`src/rtl/simple_pkg.sv`:
```
// Shared types and defaults for the SIMPLE 16-bit core front end.
package simple_pkg;
    localparam int          ADDR_W_DEF   = 16;
    localparam int          DATA_W_DEF   = 16;
    localparam logic [15:0] NOP_INST_DEF = 16'hC0E0;

    typedef enum logic [1:0] {
        BOOT = 2'd0,
        RUN  = 2'd1,
        HALT = 2'd2
    } fetch_state_t;
endpackage

```
`src/rtl/fetch_skid_buf.sv`:
```
// One-entry holding register for an instruction word (and its fetch address)
// that returns from memory while the decoder is stalled.
module fetch_skid_buf
    import simple_pkg::*;
#(
    parameter int ADDR_W = ADDR_W_DEF,
    parameter int DATA_W = DATA_W_DEF
) (
    input  logic              clk,
    input  logic              rst,
    input  logic              i_load,
    input  logic              i_unload,
    input  logic              i_flush,
    input  logic [DATA_W-1:0] i_data,
    input  logic [ADDR_W-1:0] i_pc,
    output logic              o_valid,
    output logic [DATA_W-1:0] o_data,
    output logic [ADDR_W-1:0] o_pc
);
    logic              r_valid;
    logic [DATA_W-1:0] r_data;
    logic [ADDR_W-1:0] r_pc;

    always_ff @(posedge clk or posedge rst) begin
        if (rst) begin
            r_valid <= 1'b0;
            r_data  <= '0;
            r_pc    <= '0;
        end else if (i_flush) begin
            r_valid <= 1'b0;
        end else if (i_load) begin
            r_valid <= 1'b1;
            r_data  <= i_data;
            r_pc    <= i_pc;
        end else if (i_unload) begin
            r_valid <= 1'b0;
        end
    end

    assign o_valid = r_valid;
    assign o_data  = r_data;
    assign o_pc    = r_pc;
endmodule

```
`src/rtl/fetch_stage.sv`:
```
// Instruction fetch: owns the PC, drives the 1-cycle synchronous imem and
// presents one registered instruction per cycle to the decoder.
module fetch_stage
    import simple_pkg::*;
#(
    parameter int                ADDR_W   = ADDR_W_DEF,
    parameter int                DATA_W   = DATA_W_DEF,
    parameter logic [ADDR_W-1:0] RESET_PC = '0,
    parameter logic [DATA_W-1:0] NOP_INST = NOP_INST_DEF
) (
    input  logic              clk,
    input  logic              rst,
    output logic              imem_en,
    output logic [ADDR_W-1:0] imem_addr,
    input  logic [DATA_W-1:0] imem_rdata,
    input  logic              stall_i,
    input  logic              redirect_i,
    input  logic [ADDR_W-1:0] redirect_pc_i,
    input  logic              halt_n_i,
    output logic [DATA_W-1:0] inst_o,
    output logic [ADDR_W-1:0] pc_o,
    output logic              inst_valid_o,
    output logic              halted_o
);
    localparam logic [ADDR_W-1:0] PC_ONE = {{(ADDR_W-1){1'b0}}, 1'b1};

    fetch_state_t      r_state;
    logic [ADDR_W-1:0] r_pc;
    logic [ADDR_W-1:0] r_pend_pc;
    logic              r_pend;
    logic [DATA_W-1:0] r_inst;
    logic [ADDR_W-1:0] r_pc_o;
    logic              r_valid;
    logic              r_halted;

    logic              w_run;
    logic              w_flush;
    logic              w_issue;
    logic              w_skid_load;
    logic              w_skid_unload;
    logic              w_skid_v;
    logic [DATA_W-1:0] w_skid_data;
    logic [ADDR_W-1:0] w_skid_pc;

    assign w_run         = (r_state == RUN);
    assign w_flush       = w_run && (!halt_n_i || redirect_i);
    assign w_issue       = w_run && halt_n_i && !redirect_i && !stall_i;
    // A word returning into a stall parks in the skid; it drains first once the stall lifts.
    assign w_skid_load   = w_run && !w_flush && stall_i && r_pend;
    assign w_skid_unload = w_run && !w_flush && !stall_i && w_skid_v;

    assign imem_en      = w_issue;
    assign imem_addr    = r_pc;
    assign inst_o       = r_inst;
    assign pc_o         = r_pc_o;
    assign inst_valid_o = r_valid;
    assign halted_o     = r_halted;

    fetch_skid_buf #(
        .ADDR_W (ADDR_W),
        .DATA_W (DATA_W)
    ) u_skid (
        .clk      (clk),
        .rst      (rst),
        .i_load   (w_skid_load),
        .i_unload (w_skid_unload),
        .i_flush  (w_flush),
        .i_data   (imem_rdata),
        .i_pc     (r_pend_pc),
        .o_valid  (w_skid_v),
        .o_data   (w_skid_data),
        .o_pc     (w_skid_pc)
    );

    always_ff @(posedge clk or posedge rst) begin
        if (rst) begin
            r_state   <= BOOT;
            r_pc      <= RESET_PC;
            r_pend_pc <= '0;
            r_pend    <= 1'b0;
            r_inst    <= NOP_INST;
            r_pc_o    <= '0;
            r_valid   <= 1'b0;
            r_halted  <= 1'b0;
        end else begin
            case (r_state)
                BOOT: r_state <= RUN;
                RUN: begin
                    if (!halt_n_i) begin
                        r_state  <= HALT;
                        r_halted <= 1'b1;
                        r_pend   <= 1'b0;
                        r_inst   <= NOP_INST;
                        r_valid  <= 1'b0;
                    end else if (redirect_i) begin
                        r_pc    <= redirect_pc_i;
                        r_pend  <= 1'b0;
                        r_inst  <= NOP_INST;
                        r_valid <= 1'b0;
                    end else begin
                        r_pend <= w_issue;
                        if (w_issue) begin
                            r_pend_pc <= r_pc;
                            r_pc      <= r_pc + PC_ONE;
                        end
                        if (!stall_i) begin
                            if (w_skid_v) begin
                                r_inst  <= w_skid_data;
                                r_pc_o  <= w_skid_pc + PC_ONE;
                                r_valid <= 1'b1;
                            end else if (r_pend) begin
                                r_inst  <= imem_rdata;
                                r_pc_o  <= r_pend_pc + PC_ONE;
                                r_valid <= 1'b1;
                            end else begin
                                r_inst  <= NOP_INST;
                                r_valid <= 1'b0;
                            end
                        end
                    end
                end
                HALT:    r_state <= HALT;
                default: r_state <= BOOT;
            endcase
        end
    end
endmodule

```
`config.mk`:
```
export PLATFORM = sky130hd
export DESIGN_NAME = fetch_stage
export DESIGN_NICKNAME = d
export VERILOG_FILES = /design/src/rtl/simple_pkg.sv /design/src/rtl/fetch_skid_buf.sv /design/src/rtl/fetch_stage.sv
export SDC_FILE = /design/constraint.sdc
export NUM_CORES = 1
export LEC_CHECK = 0
export BUFFER_PORTS_ARGS = -buffer_cell sky130_fd_sc_hd__buf_2
export CAP_MARGIN = 20
export CORE_MARGIN = 3
export CORE_UTILIZATION = 56
export DETAILED_ROUTE_END_ITERATION = 6
export PLACE_DENSITY = 0.8
export SYNTH_ARGS = -nofsm -noshare
export SYNTH_HDL_FRONTEND = slang
export SYNTH_SLANG_ARGS = --single-unit
```
`constraint.sdc`:
```
create_clock -name clk -period 3.9 [get_ports clk]
set_input_delay 0.585 -clock clk [delete_from_list [all_inputs] [get_ports clk]]
set_output_delay 0.585 -clock clk [all_outputs]
set_load 0.02 [all_outputs]
```
# Word-level counts from Yosys, hierarchy flattened
# Cells that the tools add are included.
[totals]
ff_bits = 102
inputBits = 37
output_inout_bits = 51
word_cells = 67
[op_classes]
add_sub_neg = 3
eq_ne = 4
muxes = 21
n_bitwise = 4
n_reduce_logical = 24
[op_table]
columns = ["op", "count"]
rows = [
  ["16-bit 2-to-1 mux", 9],
  ["16-bit by 1-bit adder with 16-bit output (second input constant)", 3],
  ["1-bit 2-to-1 mux", 10],
  ["1-bit logical AND", 9],
  ["2-bit one-hot mux with 3 select lines", 1],
  ["2-bit AND reduction", 3],
  ["5-bit AND reduction", 1],
  ["1-bit zero test", 4],
  ["1-bit inverter", 4],
  ["4-bit AND reduction", 1],
  ["2-bit nonzero test", 2],
  ["3-bit inequality test (second input constant)", 1],
  ["3-bit AND reduction", 1],
  ["3-bit nonzero test", 1],
  ["2-bit by 1-bit == test with 1-bit output (second input constant)", 1],
  ["2-bit == test (second input constant)", 1],
  ["2-bit zero test", 1],
  ["2-bit 2-to-1 mux", 1],
  ["2-bit inequality test (second input constant)", 1],
  ["1-bit logical OR", 1],
]

# Longest topological paths before layout
# Gate-level depths: netlist of run 1.
[logic_depth]
ltp_word = 10
ltp_mapped = 10
mapped_depth_nobuf = 8

# Hierarchy
# A second synthesis of run 1 with hierarchy kept.
[unflattened]
cells_unflattened = 489
hier_area_um2 = 5232.5
[by_module_without_submodules]
columns = ["mod", "instances", "cells_each", "area_per_inst_um2", "seq_area_each_um2"]
rows = [
  ["fetch_stage", 1, 415, 3829.9, 1732.9],
  ["fetch_skid_buf", 1, 74, 1402.6, 825.8],
]

# Worst setup path before layout of run 1
# OpenSTA, ideal clock, no wires.
[synth_timing]
path_type = "register to register"
start = "register u_skid.r_valid (netlist: u_skid.o_valid)"
end = "register r_pc_o[12] (netlist: pc_o[12])"
setup_ns = 0.076
arrival_ns = 2.064
t_required_ns = 3.824
path_slack_ns = 1.760
stages_incl_launch_ff = 11
n_path_buf = 4
period_less_slack_ns = 2.140
path_cell_list = "dfrtp_1 > buf_6 > buf_12 > buf_6 > buf_2 > mux2_2 > ha_1 > nand2_4 > and4bb_1 > xor2_1 > o21ai_1"
[synth_via]
elab_chain_len = 2
elab_cells_between_ends = 3
classes_between = "mux (1); reduce/logical (2)"
[synth_rtl]
columns = ["element", "line_no", "source"]
rows = [
  ["from (decl)", "fetch_skid_buf.sv:20", "logic r_valid;"],
  ["from (signal assigned)", "fetch_skid_buf.sv:26", "r_valid <= 1'b0;"],
  ["from (signal assigned)", "fetch_skid_buf.sv:30", "r_valid <= 1'b0;"],
  ["from (signal assigned)", "fetch_skid_buf.sv:32", "r_valid <= 1'b1;"],
  ["2-bit nonzero test (no line)", "--", ""],
  ["5-bit AND reduction (no line)", "--", ""],
  ["to (signal assigned)", "fetch_stage.sv:109", "r_pc_o <= w_skid_pc + PC_ONE;"],
  ["to (signal assigned)", "fetch_stage.sv:113", "r_pc_o <= r_pend_pc + PC_ONE;"],
  ["to (decl)", "fetch_stage.sv:32", "logic [ADDR_W-1:0] r_pc_o;"],
]
# Parallel ways exist; a longest one is shown, timed or not.
# A chain may end at the register's enable or synchronous reset.

# Worst setup path after layout of run 1
[layout_timing]
start = "register r_state[1]"
end = "output port imem_en"
[layout_via]
elab_chain_len = 4
[layout_rtl]
columns = ["element", "line_no", "source"]
rows = [
  ["from (decl)", "fetch_stage.sv:27", "fetch_state_t r_state;"],
  ["from (signal assigned)", "fetch_stage.sv:77", "r_state <= BOOT;"],
  ["from (signal assigned)", "fetch_stage.sv:87", "BOOT: r_state <= RUN;"],
  ["from (signal assigned)", "fetch_stage.sv:90", "r_state <= HALT;"],
  ["2-bit by 1-bit == test with 1-bit output", "fetch_stage.sv:45", "assign w_run = (r_state == RUN);"],
  ["1-bit logical AND (3 in a row)", "fetch_stage.sv:47", "assign w_issue = w_run && halt_n_i && !redirect_i && !stall_i;"],
  ["to (decl)", "fetch_stage.sv:13", "output logic imem_en,"],
]
# No other way between the ends.

==> results of run 1 <==
critical path, cell delays in order (launching register included):
cell and delay [ns]:
dfrtp_1 0.37, inv_1 0.09, ha_1 0.29, nand2_2 0.13, or3_1 0.31, buf_4 0.20, clkinv_2 0.21, buf_2 0.22
cells in the final DEF (no fill, tap or decap), drive strengths merged, types with 3 or more instances in the layout:
| cell | count |
|---|---|
| a21oi | 25 |
| inv | 9 |
| o21ai | 55 |
| nand4 | 8 |
| xor2 | 6 |
| ha | 4 |
| nor2 | 24 |
| nand2 | 89 |
| buf | 93 |
| mux2 | 38 |
| a31oi | 3 |
| o22ai | 3 |
| dfrtp | 97 |
| xnor2 | 8 |
| nor2b | 5 |
| mux2i | 28 |
| dfstp | 5 |
| clkbuf | 11 |
| nand3 | 18 |
cells by family after synthesis:
kind of cell               synth area share
AOI/OAI and AO/OA                    0.1232
and+or+nand+nor                      0.1573
muxes                                0.1407
buffers and inverters               0.03883
xor gates and xnor gates            0.02424
DFF                                  0.5058
adders and majority gates          0.009894
per-layer routing:
| layer | vias up | share of wire |
|---|---|---|
| met5 | - | 0 |
| met4 | 0 | 0.015 |
| met3 | 17 | 0.057 |
| met2 | 107 | 0.46 |
| met1 | 1805 | 0.46 |
| li1 | 1851 | - |
final cells by class:
type,count,share of cell area
clock buffer,11,0.02463
clock inverter,5,0.01417
inverter,9,0.006540
multi-input combinational,350,0.4014
sequential,102,0.4460
tap,108,0.02354
timing repair buffer,93,0.08371
how the worst min path moves through the flow:
stage	to	slack, ns	cells after the start
after floorplan	r_pend_pc[1]	0.46	2
after global placement	inst_o[4]	0.46	2
after CTS	r_state[1]	0.26	2
final	r_state[0]	0.26	2
after detailed placement	inst_valid_o	0.47	2
after global routing	r_state[0]	0.29	2
registers in the layout, summed over array words and instances (netlist names):
signal and cells:
r_state 2, inst_valid_o 1, inst_o 16, pc_o 16
r_pend_pc 16, halted_o 1, u_skid.o_data 16, imem_addr 16
r_pend 1, u_skid.o_valid 1, u_skid.o_pc 16
power groups by stage:
stage               sequential [mW]  combinational, mW  clock [mW]
finish                         1.75               1.18       0.739
detailed placement             1.77               1.19           0
global route                   1.81               1.32       0.792
floorplan                      1.84              0.738           0
CTS                            1.74               1.19       0.752
global placement               1.74               1.15           0
metrics by stage:
stage                     cells  power (mW)
after global placement      662       2.890
after global routing        678       3.917
after floorplan             486       2.583
after detailed placement    662       2.954
final                       678       3.667
after CTS                   678       3.691
==> qor.yml, run 1 <==
comb_power_share: 0.322
grt_max_degree: 44
yosysSeqAreaShare: 0.5058
cp_data_arrival_time_ns: 2.20
die_x_um: 101.0
p_leak_nw: 2.790
rrSetupSlack_ns: 1.49
antenna_found_initial: 0
multi_input_area_mm2: 0.002303
crit_path_start_kind: "register"
synth.largest_area_cell: "dfrtp_1"
maxCapViolCount: 0
cts-root-buf: "clkbuf_8"
rows: 34
stdcell_area_mm2: 0.005739
r2r-end: "pc_o[1]"
netlist.area_leader.share: 0.4798
tightest_slew_ns: 0.9658
synth_edf_count: 0
die_h_um: 101.0
final_max_slew_viol_count: 0
swShare: 0.3798
async_flop_share: 1.000
postCtsSetupBuffers: 0
fmax_mhz: 359.6
rr_worst_depth: 8
grt.overflow.total: 0
hold_slack_ns: 0.2600
wl_per_cell_um: 14.99
power_switching_mw: 1.393
fin_skew_ns: 0.01637
critPathLaunch: "r_state[1]"
dp_hpwl_um: 7296
syn_area_mm2: 0.005059
fin_nets: 606
diodes: 0
cts_buffer_depth: 2
drc_errors: 0
relSlewSlack: 0.3537
clkSinkCount: 102
setup_slack_ns: 1.119
required_ns: 3.31
grt_pass1_wl_um: 17410
use_met2: 0.3239
die-area_mm2: 0.01021
finalHoldViolCount: 0
pre_cts_slack_ns: 1.307
endpoint: "imem_en"
drive_gt1_frac: 0.2982
pin_count: 88
clock_latency_ns: 0.36
placed_cell_area_mm2: 0.005517
worstSetupPathType: "register to output port"
vias_per_cell: 5.575
period_needed_ns: 2.781
area.sequential_mm2: 0.002560
numCtsBuffers: 9
top_usage_layer: "met2"
synth_area_leaders: "dfrtp_1 48%, mux2_2 8.5%, nand2_1 6.5%"
worstPathMaxFanout: 20
pwr-share-clk: 0.201
seq_power_share: 0.477
syn-instance-count: 486
syn_nets: 527
drt-pass1-iter-count: 4
track_usage: 0.2108
ir_worst_vdd_mv: 0.3456
port_buffers: 87
path_clk_slew_ns: 0.10
grt_util_met3: 0.03599
drt_iter0_drc: 152
area_growth_pct: 13.46
power_density_mw_per_mm2: 639.0
antenna_left: 0
r2r_start: "r_state[1]"
wl_um: 10170
synth_warnings: 0
cp-end-kind: "output port"
synth_common_cells: "97 x dfrtp_1, 87 x nand2_1, 38 x mux2_2"
syn_avg_cell_area_um2: 10.41
nFillCells: 720
start_util: 0.5772
gp_congestion: 0.8349
vias: 3780
setup_viol: 0
final_util: 0.6549
rsz0062_at_grt: "false"
ys_ff_latch: 102
synth.most_common_cell: "dfrtp_1"
cts_resized: 0
hold_class: "primary input to async pin"
synthFlopType: "dfrtp_1"
setup_tns_ns: 0
hold_buffers: 0
fin_crit_sh: 0.7130
cts_tree: "done"
ys_types: 62
p_int_mw: 2.274
htree_num_levels: 3
core_area_mm2: 0.008763
met1_usage: 0.3004
grt_pass1_vias: 3690
status: "completed"
No activity file was read; power rests on OpenSTA's default activity.
==> run 2, diff against run 1 <==
==> constraint.sdc (replaced) <==
create_clock -name clk -period 2.76 [get_ports clk]
set_input_delay 0.414 -clock clk [delete_from_list [all_inputs] [get_ports clk]]
set_output_delay 0.414 -clock clk [all_outputs]
set_load 0.02 [all_outputs]
==> qor.yml, run 2 (synthesis gave the netlist of run 1 again) <==
wl_per_cell_um: 15.32
power_mw: 5.297
crit_path_start_kind: "register"
path_clk_slew_ns: 0.10
r2r_start: "r_state[1]"
cp_data_arrival_time_ns: 2.07
wl_um: 10400
finalHoldViolCount: 0
die-area_mm2: 0.01021
stdcell_area_mm2: 0.005786
track_usage: 0.2172
cp-end-kind: "output port"
postCtsSetupBuffers: 0
gp_congestion: 0.8336
vias: 3824
nFillCells: 704
fin_crit_sh: 0.8987
layout_common_cells: "96 x dfrtp_1, 87 x nand2_1, 87 x buf_2"
area.sequential_mm2: 0.002560
period_needed_ns: 2.480
rr_worst_depth: 7
drt_iter0_drc: 191
layout_commonest_cell: "dfrtp_1"
critical-path-max-stage-delay_ns: 0.38
rrSetupSlack_ns: 0.50
setup_slack_ns: 0.2796
tightest_slew_ns: 0.9732
rows: 34
rsz0062_at_grt: "false"
cts_buffer_depth: 2
diodes: 0
crit_chain: "inv_1, ha_1, nand2_2, or3_1, clkinv_2, buf_2"
hold_class: "primary input to async pin"
fin_nets: 607
dp.cells: 663
drt-pass1-iter-count: 5
multi_input_area_mm2: 0.002303
fmax_mhz: 403.2
numCtsBuffers: 9
antenna_found_initial: 0
grt_pass1_vias: 3721
drc_errors: 0
setup_viol: 0
final_cells: 679
worstSetupPathType: "register to output port"
pin_count: 88
core_area_mm2: 0.008763
r2r-end: "pc_o[1]"
area_growth_pct: 14.37
dp_hpwl_um: 7303
setup_tns_ns: 0
grt.overflow.total: 0
worstPathMaxFanout: 17
port_buffers: 87
relSlewSlack: 0.3487
placed_cell_area_mm2: 0.005538
power_density_mw_per_mm2: 915.6
clock_latency_ns: 0.36
grt_max_degree: 44
drive_gt1_frac: 0.2995
htree_num_levels: 3
crit_slowest_cell: "dfrtp_1"
cts_tree: "done"
p_leak_nw: 2.806
clkSinkCount: 102
cts_resized: 0
cts-root-buf: "clkbuf_8"
start_util: 0.5772
pre_cts_slack_ns: 0.5117
ir_worst_vdd_mv: 0.6091
grt_pass1_wl_um: 17870
maxCapViolCount: 0
final_max_slew_viol_count: 0
vias_per_cell: 5.632
antenna_left: 0
hold_buffers: 0
required_ns: 2.35
die_x_um: 101.0
fin_skew_ns: 0.009618
status: "completed"
die_h_um: 101.0
[run 2: how the worst max path moves through the flow]
stage	start	endpoint
final	r_state[1]	imem_en
after CTS	r_state[1]	imem_en
after floorplan	u_skid.o_valid	pc_o[12]
after global placement	redirect_i	pc_o[1]
after detailed placement	r_state[1]	pc_o[1]
after global routing	r_state[1]	imem_en
[run 2: layout make-up]
class / instances / share of cell area
Clock buffer: 11 / 0.02444
Clock inverter: 5 / 0.01838
Inverter: 9 / 0.006704
Multi-Input combinational cell: 350 / 0.3981
Sequential cell: 102 / 0.4425
Tap cell: 108 / 0.02336
Timing Repair Buffer: 94 / 0.08651
[run 2: where the power goes]
group          switching, mW  internal [mW]  total, mW
registers              0.479           1.98       2.46
logic                  0.998          0.701       1.70
clock network          0.509          0.631       1.14
[run 2: worst max-delay path, delay by kind of cell, from the launching register on]
family                     cells  cell delay (ns)
buffers and inverters          3             0.53
DFF                            1             0.38
and+or+nand+nor                2             0.49
adders and majority gates      1             0.30
[run 2: metrics by stage]
step                utilization  hold slack, ns
CTS                      0.6602          0.1507
global route             0.6602          0.1882
global placement         0.6319          0.4564
detailed placement       0.6319          0.4644
finish                   0.6602          0.1397
floorplan                     -          0.4602
[run 2: per-layer routing]
metal	routed length (um)	up-vias	track usage
met3	604	12	0.03322
met4	153	0	0.06851
li1	-	1867	-
met2	4770	118	0.3390
met5	0	-	0
met1	4875	1827	0.3131
==> run 3, diff against run 2 <==
--- a/config.mk
+++ b/config.mk
@@ -8,9 +8,8 @@
 export BUFFER_PORTS_ARGS = -buffer_cell sky130_fd_sc_hd__buf_2
 export CAP_MARGIN = 20
 export CORE_MARGIN = 3
-export CORE_UTILIZATION = 56
+export CORE_UTILIZATION = 30
 export DETAILED_ROUTE_END_ITERATION = 6
-export PLACE_DENSITY = 0.8
 export SYNTH_ARGS = -nofsm -noshare
 export SYNTH_HDL_FRONTEND = slang
 export SYNTH_SLANG_ARGS = --single-unit
==> qor.yml, run 3 (synthesis gave the netlist of run 1 again) <==
status: "completed"
dp.cells: 772
worstSetupPathType: "register to output port"
hold_slack_ns: 0.2739
wl_um: 11570
grt_pass1_wl_um: 19040
crit_slowest_cell: "dfrtp_1"
clock_latency_ns: 0.35
cts-root-buf: "clkbuf_16"
die_x_um: 135.9
cts_resized: 0
hold_class: "primary input to async pin"
tightest_slew_ns: 0.9795
track_usage: 0.1299
die-area_mm2: 0.01846
htree_num_levels: 3
rows: 46
period_needed_ns: 2.409
antenna_left: 0
pin_count: 88
setup_tns_ns: 0
fin_nets: 608
final_util: 0.3680
p_leak_nw: 2.823
fmax_mhz: 415.1
dp_hpwl_um: 8360
drt_iter0_drc: 191
diodes: 0
final_cells: 786
nFillCells: 1623
grt_max_degree: 45
cp-end-kind: "output port"
clkSinkCount: 102
crit_chain: "inv_1, ha_1, nand2_2, or3_1, clkinv_2, buf_2"
layout_common_cells: "96 x dfrtp_1, 87 x nand2_1, 87 x buf_2"
layout_commonest_cell: "dfrtp_1"
cts_buffer_depth: 2
area_growth_pct: 17.66
gp_congestion: 0.8205
numCtsBuffers: 9
worstPathMaxFanout: 17
maxCapViolCount: 0
port_buffers: 87
die_h_um: 135.9
fin_skew_ns: 0.008386
critical-path-max-stage-delay_ns: 0.36
vias_per_cell: 4.785
core_area_mm2: 0.01617
wl_per_cell_um: 14.71
drive_gt1_frac: 0.2947
setup_viol: 0
cp_data_arrival_time_ns: 1.99
path_clk_slew_ns: 0.06
ir_worst_vdd_mv: 0.3587
postCtsSetupBuffers: 0
hold_buffers: 0
setup_slack_ns: 0.3511
vias: 3761
antenna_found_initial: 0
required_ns: 2.35
rsz0062_at_grt: "false"
power_density_mw_per_mm2: 909.1
start_util: 0.3128
final_max_slew_viol_count: 0
grt.overflow.total: 0
fin_crit_sh: 0.8728
pre_cts_slack_ns: 0.5133
finalHoldViolCount: 0
cts_tree: "done"
grt_pass1_vias: 3745
crit_path_start_kind: "register"
drt-pass1-iter-count: 4
relSlewSlack: 0.3445
drc_errors: 0
-- run 3: changes by cell type in the layout (fill, tap and decap cells not counted), moves of 2 or more --
| cell | change |
|---|---|
| clkbuf_8 | -10 |
| bufinv_16 | -2 |
| clkbuf_16 | +9 |
| clkbuf_1 | +2 |
-- run 3: power by group --
| part | internal (mW) | switching, mW | leakage [nW] |
|---|---|---|---|
| sequential | 1.98 | 0.503 | 1.34 |
| combinational | 0.702 | 0.995 | 1.35 |
| clock | 0.693 | 0.533 | 0.132 |
-- run 3: area by class of cell --
type	count	area, um^2	share of cell area
timing repair buffer	95	508.0	0.08535
tap	216	270.3	0.04541
clock inverter	2	35.03	0.005886
multi-input combinational	350	2303	0.3870
inverter	9	38.79	0.006517
sequential	102	2560	0.4301
clock buffer	12	236.5	0.03973
-- run 3: path summary, 6_finish.rpt --
check | startpoint | endpoint | slack, ns | cells after the start
worst max-delay path | r_state[1] | imem_en | 0.35 | 6
worst min-delay path | rst | u_skid.o_data[15] | 0.27 | 2
worst max register to register | r_state[1] | pc_o[1] | 0.55 | 7
worst min register to register | halted_o | halted_o | 0.45 | 1
max in group asynchronous | rst | pc_o[8] | 1.76 | 3
min in group clk | redirect_pc_i[0] | imem_addr[0] | 0.31 | 3
-- run 3: layer usage --
metal / vias up / wire, um / global-route usage
li1: 1873 / - / -
met1: 1779 / 5722 / 0.1845
met2: 97 / 5089 / 0.1950
met3: 12 / 542 / 0.02480
met4: 0 / 210 / 0.05375
met5: - / 0 / 0
-- run 3: per-stage QoR --
| step | area, um^2 | power (mW) |
|---|---|---|
| global placement | 5680 | 4.162 |
| detailed placement | 5680 | 4.232 |
| CTS | 5952 | 5.479 |
| finish | 5952 | 5.411 |
| floorplan | 5062 | 3.651 |
| global route | 5952 | 5.790 |
-- run 3: critical path: cells and delay by family (launching register included) --
family / cells / cell delay (ns)
adder cells (fa/ha/maj): 1 / 0.29
flip-flops: 1 / 0.36
buffers and inverters: 3 / 0.51
AND/OR/NAND/NOR: 2 / 0.49
